--- config.mk ---
export PLATFORM = sky130hd
export DESIGN_NAME = mac_psum_accumulator
export DESIGN_NICKNAME = d
export VERILOG_FILES = /design/src/rtl/mac_psum_accumulator.sv
export SDC_FILE = /design/constraint.sdc
export NUM_CORES = 1
export LEC_CHECK = 0
export ABC_AREA = 1
export BUFFER_PORTS_ARGS = -buffer_cell sky130_fd_sc_hd__buf_2
export CORE_AREA = 2 2 129 131
export CTS_CLUSTER_DIAMETER = 100
export DETAILED_ROUTE_END_ITERATION = 12
export DIE_AREA = 0 0 131 133
export HOLD_SLACK_MARGIN = 0.1
export PLACE_DENSITY = 0.75
export SLEW_MARGIN = 5
export SYNTH_ARGS = -nofsm -noshare
export SYNTH_HDL_FRONTEND = slang
export SYNTH_SLANG_ARGS = --single-unit
export TNS_END_PERCENT = 30
--- constraint.sdc ---
create_clock -name clock -period 4.15 [get_ports clock]
set_input_delay 0.6225 -clock clock [delete_from_list [all_inputs] [get_ports clock]]
set_output_delay 0.6225 -clock clock [all_outputs]
set_load 0.02 [all_outputs]
--- src/rtl/mac_psum_accumulator.sv ---
// Groups MAC results into wide partial sums, queues them in a small FWFT FIFO and issues
// credit-based backpressure. Define ACC_SATURATE_EN to clamp instead of wrap on overflow.
module mac_psum_accumulator #(
    parameter int unsigned MAC_LATENCY = 3,
    parameter int unsigned ACC_WIDTH   = 40,
    parameter int unsigned OUT_DEPTH   = 2
) (
    input  logic                        clock,
    input  logic                        reset,
    input  logic                        ivalid,
    input  logic                        ilast,
    output logic                        oready,
    input  logic signed [31:0]          mac_result,
    output logic                        ovalid,
    input  logic                        iready,
    output logic signed [ACC_WIDTH-1:0] result
);

    localparam int unsigned PtrW = (OUT_DEPTH > 1) ? $clog2(OUT_DEPTH) : 1;
    localparam int unsigned CntW = $clog2(OUT_DEPTH + 1);
    localparam int unsigned LifW = $clog2(MAC_LATENCY + 1);
    localparam logic [PtrW-1:0] LastPtr = PtrW'(OUT_DEPTH - 1);

    logic [MAC_LATENCY-1:0]      tag_v_q, tag_v_d;
    logic [MAC_LATENCY-1:0]      tag_l_q, tag_l_d;
    logic signed [ACC_WIDTH-1:0] acc_q, acc_d;
    logic                        first_q, first_d;
    logic signed [ACC_WIDTH-1:0] mem_q [OUT_DEPTH];
    logic signed [ACC_WIDTH-1:0] mem_d [OUT_DEPTH];
    logic [PtrW-1:0]             wr_ptr_q, wr_ptr_d;
    logic [PtrW-1:0]             rd_ptr_q, rd_ptr_d;
    logic [CntW-1:0]             count_q, count_d;
    logic                        rst_done_q, rst_done_d;

    logic                        accept;
    logic                        al_v;
    logic                        al_l;
    logic                        push;
    logic                        pop;
    logic [LifW-1:0]             lif;
    logic signed [ACC_WIDTH-1:0] ext;
    logic signed [ACC_WIDTH-1:0] base;
    logic signed [ACC_WIDTH-1:0] acc_next;

    assign al_v   = tag_v_q[MAC_LATENCY-1];
    assign al_l   = tag_l_q[MAC_LATENCY-1];
    assign push   = al_v && al_l;
    assign ovalid = (count_q != '0);
    assign pop    = ovalid && iready;
    assign accept = ivalid && oready;
    assign result = ovalid ? mem_q[rd_ptr_q] : '0;

    // Credits cover sums already queued plus group closes still inside the MAC pipe.
    always_comb begin
        lif = '0;
        for (int i = 0; i < MAC_LATENCY; i++) begin
            lif = lif + LifW'(tag_l_q[i]);
        end
        oready = rst_done_q && ((32'(count_q) + 32'(lif)) < OUT_DEPTH);
    end

    always_comb begin
        ext  = ACC_WIDTH'(mac_result);
        base = first_q ? '0 : acc_q;
`ifdef ACC_SATURATE_EN
        begin
            logic signed [ACC_WIDTH-1:0] sum;
            sum = base + ext;
            if ((base[ACC_WIDTH-1] == ext[ACC_WIDTH-1]) &&
                (sum[ACC_WIDTH-1] != base[ACC_WIDTH-1])) begin
                acc_next = base[ACC_WIDTH-1] ? {1'b1, {(ACC_WIDTH-1){1'b0}}}
                                             : {1'b0, {(ACC_WIDTH-1){1'b1}}};
            end else begin
                acc_next = sum;
            end
        end
`else
        acc_next = base + ext;
`endif
    end

    always_comb begin
        tag_v_d    = tag_v_q;
        tag_l_d    = tag_l_q;
        acc_d      = acc_q;
        first_d    = first_q;
        mem_d      = mem_q;
        wr_ptr_d   = wr_ptr_q;
        rd_ptr_d   = rd_ptr_q;
        count_d    = count_q;
        rst_done_d = 1'b1;

        tag_v_d[0] = accept;
        tag_l_d[0] = accept && ilast;
        for (int i = 1; i < MAC_LATENCY; i++) begin
            tag_v_d[i] = tag_v_q[i-1];
            tag_l_d[i] = tag_l_q[i-1];
        end

        if (al_v) begin
            acc_d   = acc_next;
            first_d = al_l;
        end

        if (push) begin
            mem_d[wr_ptr_q] = acc_next;
            wr_ptr_d        = (wr_ptr_q == LastPtr) ? '0 : wr_ptr_q + PtrW'(1);
        end
        if (pop) begin
            rd_ptr_d = (rd_ptr_q == LastPtr) ? '0 : rd_ptr_q + PtrW'(1);
        end

        unique case ({push, pop})
            2'b10:   count_d = count_q + CntW'(1);
            2'b01:   count_d = count_q - CntW'(1);
            default: count_d = count_q;
        endcase
    end

    always_ff @(posedge clock) begin
        if (reset) begin
            tag_v_q    <= '0;
            tag_l_q    <= '0;
            acc_q      <= '0;
            first_q    <= 1'b1;
            mem_q      <= '{default: '0};
            wr_ptr_q   <= '0;
            rd_ptr_q   <= '0;
            count_q    <= '0;
            rst_done_q <= 1'b0;
        end else begin
            tag_v_q    <= tag_v_d;
            tag_l_q    <= tag_l_d;
            acc_q      <= acc_d;
            first_q    <= first_d;
            mem_q      <= mem_d;
            wr_ptr_q   <= wr_ptr_d;
            rd_ptr_q   <= rd_ptr_d;
            count_q    <= count_d;
            rst_done_q <= rst_done_d;
        end
    end

endmodule

==> impl_metrics.env, run 1 <==
export IMPL_status="complete, no violations"
export IMPL_drive_gt1_share_pct=10.1
export IMPL_drv_cap=0
export IMPL_critPathLaunchType="flip-flop"
export IMPL_ioPinCount=79
export IMPL_path_clk_slew_ps=70
export IMPL_power_mw=3.02
export IMPL_design_area_mm2=0.00981
export IMPL_finalCritPeriodShare_pct=71.3
export IMPL_die_w_um=131
export IMPL_synth_seq_cells=132
export IMPL_rows=47
export IMPL_fin_tns_setup_ps=0
export IMPL_crit_chain="buf_4, nor2_1, ha_1, nand2_1, nor2_1, nand2_1, nor2_1, nand2_1, nand3_2, nand2_1, nand2_1, nand2_1, nand3_1, o21ai_0"
export IMPL_grt_setup_unrepaired="no"
export IMPL_ys_top_cells_by_count="337 x nand2_1, 297 x inv_1, 157 x nor2_1, 132 x dfxtp_1, 113 x a21oi_1"
export IMPL_path_max_fanout=33
export IMPL_leakage_nw=5.19
export IMPL_clk_latency_ps=420
export IMPL_slew_viol_final=0
export IMPL_cp_arrival_ps=3260
export IMPL_cts_resized=0
export IMPL_irDropWorstVdd_mv=0.267
export IMPL_syn2layout_area_growth_pct=12.8
export IMPL_routed_wl_um=24800
export IMPL_initial_utilization_pct=53.8
export IMPL_via_per_inst=5.16
export IMPL_synth_area_leader_cell="dfxtp_1"
export IMPL_die_area_mm2=0.0174
export IMPL_critPathMaxStageDelay_ps=490
export IMPL_dpl_hpwl_um=18400
export IMPL_gp_congestion=0.956
export IMPL_netlist_area_mm2=0.00870
export IMPL_clock_fmax_ghz=0.338
export IMPL_setup_viol=0
export IMPL_die_height_um=133
export IMPL_worst_pin_slew_ps=708
export IMPL_nNetsFinal=1567
export IMPL_avgRoutedWirePerCell_um=14.4
export IMPL_slowest_stage="dfxtp_1"
export IMPL_cts_num_sinks=132
export IMPL_grt_max_degree=59
export IMPL_slew_headroom_pct=52.7
export IMPL_drt_pass1_iterations=6
export IMPL_ys_flop_type="dfxtp_1"
export IMPL_drc_errors=0
export IMPL_crit_top_cell="nand2_1"
export IMPL_synth_edf_count=0
export IMPL_synth_avg_cell_area_um2=6.09
export IMPL_power_density_mw_per_mm2=308
export IMPL_postLayoutCoreUtil_pct=60.7
export IMPL_cts_made_buffers=17
export IMPL_required_ps=4450
export IMPL_n_antenna_cell=0
export IMPL_port_buffers=78
export IMPL_yosysTopAreaCellShare_pct=30.4
export IMPL_fin_crit_ps=2960
export IMPL_synth_area_leaders="dfxtp_1 30%, nand2_1 15%, inv_1 13%, nor2_1 6.8%, a21oi_1 6.5%"
export IMPL_end_kind="flip-flop"
export IMPL_grt_pass1_vias=7929
export IMPL_async_flop_share_pct=0
export IMPL_cts_hold_buffers_added=0
export IMPL_tritoncts="done"
export IMPL_netlist_instances=1428
export IMPL_drtIter0Drc=648
export IMPL_min_path_type="flip-flop to flip-flop"
export IMPL_yosys_warnings=0
export IMPL_syn_nets=1508
export IMPL_worstSetupPathType="flip-flop to flip-flop"
export IMPL_grt_overflow_total=0
export IMPL_num_fill_cells=1563
export IMPL_grt_pass1_wl_um=39600
export IMPL_htreeDepth=4
export IMPL_dpl_instance_area_mm2=0.00923
export IMPL_yosysSeqAreaShare_pct=30.4
export IMPL_synth_most_common_cell="nand2_1"
export IMPL_ys_types=34
export IMPL_skew_ps=8.81
export IMPL_track_usage_pct=29.1
export IMPL_grt_antenna_before_repair=0
export IMPL_vias=8873
export IMPL_hold_viol_final=0
export IMPL_cts_post_setup_buffers_inserted=0
export IMPL_ctsLongestPathBuffers=2
export IMPL_root_buffer="clkbuf_16"
export IMPL_core_area_mm2=0.0162
export IMPL_drtAntennaViolNets=0
[layout by cell type, fill, tap and decap left out, types with 6 or more instances in the layout]
cell and instances:
clkbuf_16 17, inv_6 7, xnor2_1 11, dfxtp_1 131
a21oi_1 113, buf_2 78, xor2_1 8, nand2_2 10
o21ai_0 102, nand3_1 94, nand2_1 337, o22ai_1 14
nand3_2 7, o211ai_1 24, ha_1 40, nor2_1 157
nor2_2 6, inv_1 297, buf_4 10
[stage by stage]
step	setup WS, ps	hold slack [ps]	std cells
global placement	1290	390	1688
global route	937	424	1720
finish	1190	402	1720
detailed placement	1250	396	1688
CTS	1240	405	1720
floorplan	1840	388	1428
[report_power, final]
part           internal (mW)  switching (mW)  leakage, nW
registers               1.28         0.00463         1.07
logic                 0.0615           0.146         3.84
clock network          0.855           0.679        0.289
total                   2.19           0.830         5.19
[worst paths after layout]
check	startpoint	endpoint	slack, ps	cells after the start
min reg2reg	tag_v_q[0]$_SDFF_PP0_	tag_v_q[1]$_SDFF_PP0_	400	2
max	first_q$_SDFFE_PP1P_	mem_q[30]$_SDFFE_PP0P_	1190	14
max reg2reg	first_q$_SDFFE_PP1P_	mem_q[30]$_SDFFE_PP0P_	1190	14
min	tag_v_q[0]$_SDFF_PP0_	tag_v_q[1]$_SDFF_PP0_	400	2
[state kept, by name, summed over array words and instances (netlist names)]
| signal | cells |
|---|---|
| wr_ptr_q | 1 |
| tag_l_q | 3 |
| tag_v_q | 3 |
| acc_q | 40 |
| mem_q | 80 |
| rd_ptr_q | 1 |
| rst_done_q | 1 |
| count_q | 2 |
| first_q | 1 |
[layout make-up]
class                      count  area, µm²  share of cell area (%)
clock buffer                  17        425                    4.33
sequential                   132       2640                    26.9
inverter                     301       1130                    11.5
tap                          220        275                    2.80
timing repair buffer          88        465                    4.74
multi-input combinational    947       4710                    48.0
clock inverter                15        163                    1.66
[per-layer routing]
metal  vias to the layer above  global-route usage (%)  share of wire (%)
li1                       4562                       -                  -
met1                      3951                    45.0                 49
met2                       330                    42.3                 41
met3                        30                    4.12                8.3
met4                         0                    7.27                1.3
met5                         -                       0                  0
[cell families after synthesis]
| logic type | after synthesis | synth area share [%] |
|---|---|---|
| and+or+nand+nor | 625 | 29.7 |
| buffers and inverters | 349 | 15.5 |
| AOI/OAI and AO/OA | 260 | 16.0 |
| DFF | 132 | 30.4 |
| adders and majority gates | 43 | 6.44 |
| xor gates and xnor gates | 19 | 1.91 |
[critical path: cells and delay by family, from the launching register on]
kind	cells	cell delay [ps]
adder cells (fa/ha/maj)	1	400
AND/OR/NAND/NOR	11	1400
buffers and inverters	1	440
AO/OA/AOI/OAI	1	90
flip-flops	1	490
(Power assumes the default switching activity.)
==> inputs of run 2 (changes only) <==
Settings changed: ABC_AREA 1 to 0, CORE_AREA 2 2 129 131 to 2 2 122 124, DIE_AREA 0 0 131 133 to 0 0 124 126.
Clock period 4.15 ns to 2.8 ns, I/O delays scaled along.
==> run 2 against run 1 <==
Via count down 4.1%. Clock skew up 2.7 ps. The run now ends with negative setup slack left. Setup slack worse by 1400 ps. Design area up 10%. Largest cell class unchanged. Routed wire length up 11%. Critical path type unchanged. Sequential cell count unchanged. Sequential power up 48%.
==> impl_metrics.env, run 2 <==
export IMPL_power_mw=4.52
export IMPL_cts_hold_buffers_added=0
export IMPL_htreeDepth=4
export IMPL_skew_ps=11.5
export IMPL_synth_area_leaders="dfxtp_1 34%, mux2i_1 8.1%, ha_1 6.5%, nand2_1 5.5%, a21oi_1 5.1%"
export IMPL_root_buffer="clkbuf_16"
export IMPL_avgRoutedWirePerCell_um=20.5
export IMPL_synth_area_leader_cell="dfxtp_1"
export IMPL_core_area_mm2=0.0143
export IMPL_p_seq_share_pct=42.0
export IMPL_syn2layout_area_growth_pct=40.9
export IMPL_top_register="mem_q"
export IMPL_status="complete, but fails checks"
export IMPL_netlist_area_mm2=0.00769
export IMPL_die_height_um=126
export IMPL_critPathLaunchType="flip-flop"
export IMPL_gp_congestion=0.996
export IMPL_finalWorstSetupSlack_ps=-236
export IMPL_grt_overflow_total=0
export IMPL_drtAntennaViolNets=0
export IMPL_ys_top_cells_by_count="132 x dfxtp_1, 112 x nand2_1, 105 x nor2_1, 79 x a21oi_1, 62 x mux2i_1"
export IMPL_end_kind="flip-flop"
export IMPL_slowest_stage="o31ai_1"
export IMPL_largest_reg_flops=80
export IMPL_final_cell_mix="146 x buf_4, 129 x dfxtp_1, 104 x nand2_1"
export IMPL_crit_chain="nor2b_2, ha_2, fa_2, a211oi_4, nor4_4, a211oi_2, a211o_1, buf_4, a2111oi_2, o31ai_1, nand3_1, a21oi_1"
export IMPL_pwr_share_clk_pct=47.6
export IMPL_grt_max_degree=57
export IMPL_path_max_fanout=5
export IMPL_post_place_ws_ps=-196
export IMPL_n_antenna_cell=0
export IMPL_nNetsFinal=1228
export IMPL_yosysSeqAreaShare_pct=34.4
export IMPL_min_path_type="input port to flip-flop"
export IMPL_critPathMaxStageDelay_ps=450
export IMPL_grt_pass1_vias=7543
export IMPL_drive_gt1_share_pct=35.5
export IMPL_power_density_mw_per_mm2=417
export IMPL_synth_most_common_cell="dfxtp_1"
export IMPL_yosysTopAreaCellShare_pct=34.4
export IMPL_ys_flop_type="dfxtp_1"
export IMPL_netlist_instances=947
export IMPL_violations="negative setup slack"
export IMPL_switchingPower_mw=1.16
export IMPL_yosys_warnings=0
export IMPL_vias=8506
export IMPL_design_area_mm2=0.0108
export IMPL_irDropWorstVdd_mv=0.468
export IMPL_ys_types=60
export IMPL_via_per_inst=6.32
export IMPL_initial_utilization_pct=53.7
export IMPL_postLayoutCoreUtil_pct=75.7
export IMPL_die_area_mm2=0.0156
export IMPL_cts_made_buffers=17
export IMPL_internal_power_mw=3.36
export IMPL_worst_pin_slew_ps=791
export IMPL_synth_avg_cell_area_um2=8.12
export IMPL_hold_viol_final=0
export IMPL_ioPinCount=79
export IMPL_tritoncts="done"
export IMPL_track_usage_pct=30.9
export IMPL_async_flop_share_pct=0
export IMPL_cp_arrival_ps=3400
export IMPL_required_ps=3160
export IMPL_leakage_nw=4.19
export IMPL_ctsLongestPathBuffers=2
export IMPL_setup_viol=42
export IMPL_dpl_hpwl_um=15900
export IMPL_fin_crit_ps=3040
export IMPL_grt_antenna_before_repair=0
export IMPL_grt_setup_unrepaired="yes"
export IMPL_routed_wl_um=27500
export IMPL_finalCritPeriodShare_pct=108
export IMPL_slew_viol_final=0
export IMPL_power_frac_comb_pct=10.4
export IMPL_path_clk_slew_ps=60
export IMPL_drtIter0Drc=931
export IMPL_largestRegisters="mem_q x80, acc_q x40"
export IMPL_port_buffers=78
export IMPL_syn_nets=1027
export IMPL_layout_commonest_cell="buf_4"
export IMPL_dpl_instance_area_mm2=0.00914
export IMPL_sw_frac_of_total_pct=25.6
export IMPL_rows=44
export IMPL_die_w_um=124
export IMPL_drt_pass1_iterations=6
export IMPL_synth_edf_count=0
export IMPL_drv_cap=0
export IMPL_clk_latency_ps=440
export IMPL_cts_num_sinks=132
export IMPL_slew_headroom_pct=47.3
export IMPL_clock_fmax_ghz=0.329
export IMPL_holdWs_ps=190
export IMPL_num_fill_cells=897
export IMPL_drc_errors=0
export IMPL_synth_seq_cells=132
export IMPL_worstSetupPathType="flip-flop to flip-flop"
export IMPL_grt_pass1_wl_um=37900
## run 2: cell types whose count changed after synthesis, sizes merged, moves of 13 or more
cell / change
a22o: +22
nor2: -61
inv: -282
nor2b: +44
nand2: -235
nand2b: +15
a211oi: +16
a21oi: -35
nand4: +18
xnor2: +13
nand3: -77
mux2i: +62
o21ai: -59
o211ai: -20
## run 2: path summary, 6_finish.rpt
path	slack [ps]	cells after the start	end	start
max	-240	12	acc_q[32]$_SDFFE_PP0P_	first_q$_SDFFE_PP1P_
min	190	2	tag_l_q[0]$_SDFF_PP0_	ilast
max reg2reg	-240	12	acc_q[32]$_SDFFE_PP0P_	first_q$_SDFFE_PP1P_
min reg2reg	440	1	tag_v_q[2]$_SDFF_PP0_	tag_v_q[1]$_SDFF_PP0_
## run 2: final cells by class
cell class	count	area, µm²	area share (%)
Inverter	17	66.3	0.612
Clock inverter	12	105	0.970
Multi-Input combinational cell	736	5560	51.3
Sequential cell	132	2650	24.4
Timing Repair Buffer	244	1770	16.3
Tap cell	184	230	2.12
Clock buffer	20	457	4.21
## run 2: kinds of logic after synthesis
kind of cell,after synthesis,synth area share (%)
simple gates,362,22.3
flops,132,34.4
mux,62,8.07
buf+inv,79,4.12
compound gates,237,20.3
xor+xnor,32,3.64
fa+ha+maj,43,7.29
## run 2: power groups by stage
stage | Combinational [mW] | Sequential (mW) | Clock [mW]
after detailed placement | 0.356 | 1.94 | 0
after global placement | 0.351 | 1.94 | 0
after floorplan | 0.190 | 1.93 | 0
final | 0.471 | 1.90 | 2.15
after global routing | 0.494 | 1.90 | 2.23
after CTS | 0.387 | 1.90 | 2.14
## run 2: critical path: cells and delay by family, from the launching register on
| family | cells | cell delay (ps) |
|---|---|---|
| compound gates | 6 | 1490 |
| fa+ha+maj | 2 | 570 |
| flops | 1 | 440 |
| simple gates | 3 | 330 |
| buf+inv | 1 | 130 |
## run 2: stage by stage
stage	setup TNS (ps)	instances
4_1_cts	-318	1329
3_5_place_dp	-4050	1284
3_3_place_gp	-1730	1284
2_1_floorplan	0	947
5_1_grt	-6380	1345
6_report	-3000	1345
## run 2: repair_timing
| item | 4_1_cts | 5_1_grt |
|---|---|---|
| gates cloned | 2 | 0 |
| pin swaps | 37 | 50 |
| resized for setup | 57 | 132 |
| endpoints found under the setup margin | 50 | 77 |
| buffers inserted | 13 | 17 |
## run 2: metal layers
metal  share of wire [%]  vias up  track usage [%]
li1                    -     3774                -
met1                  40     4014             42.3
met2                  46      564             47.7
met3                 9.4      154             5.66
met4                 5.2        0             12.7
met5                   0        -                0
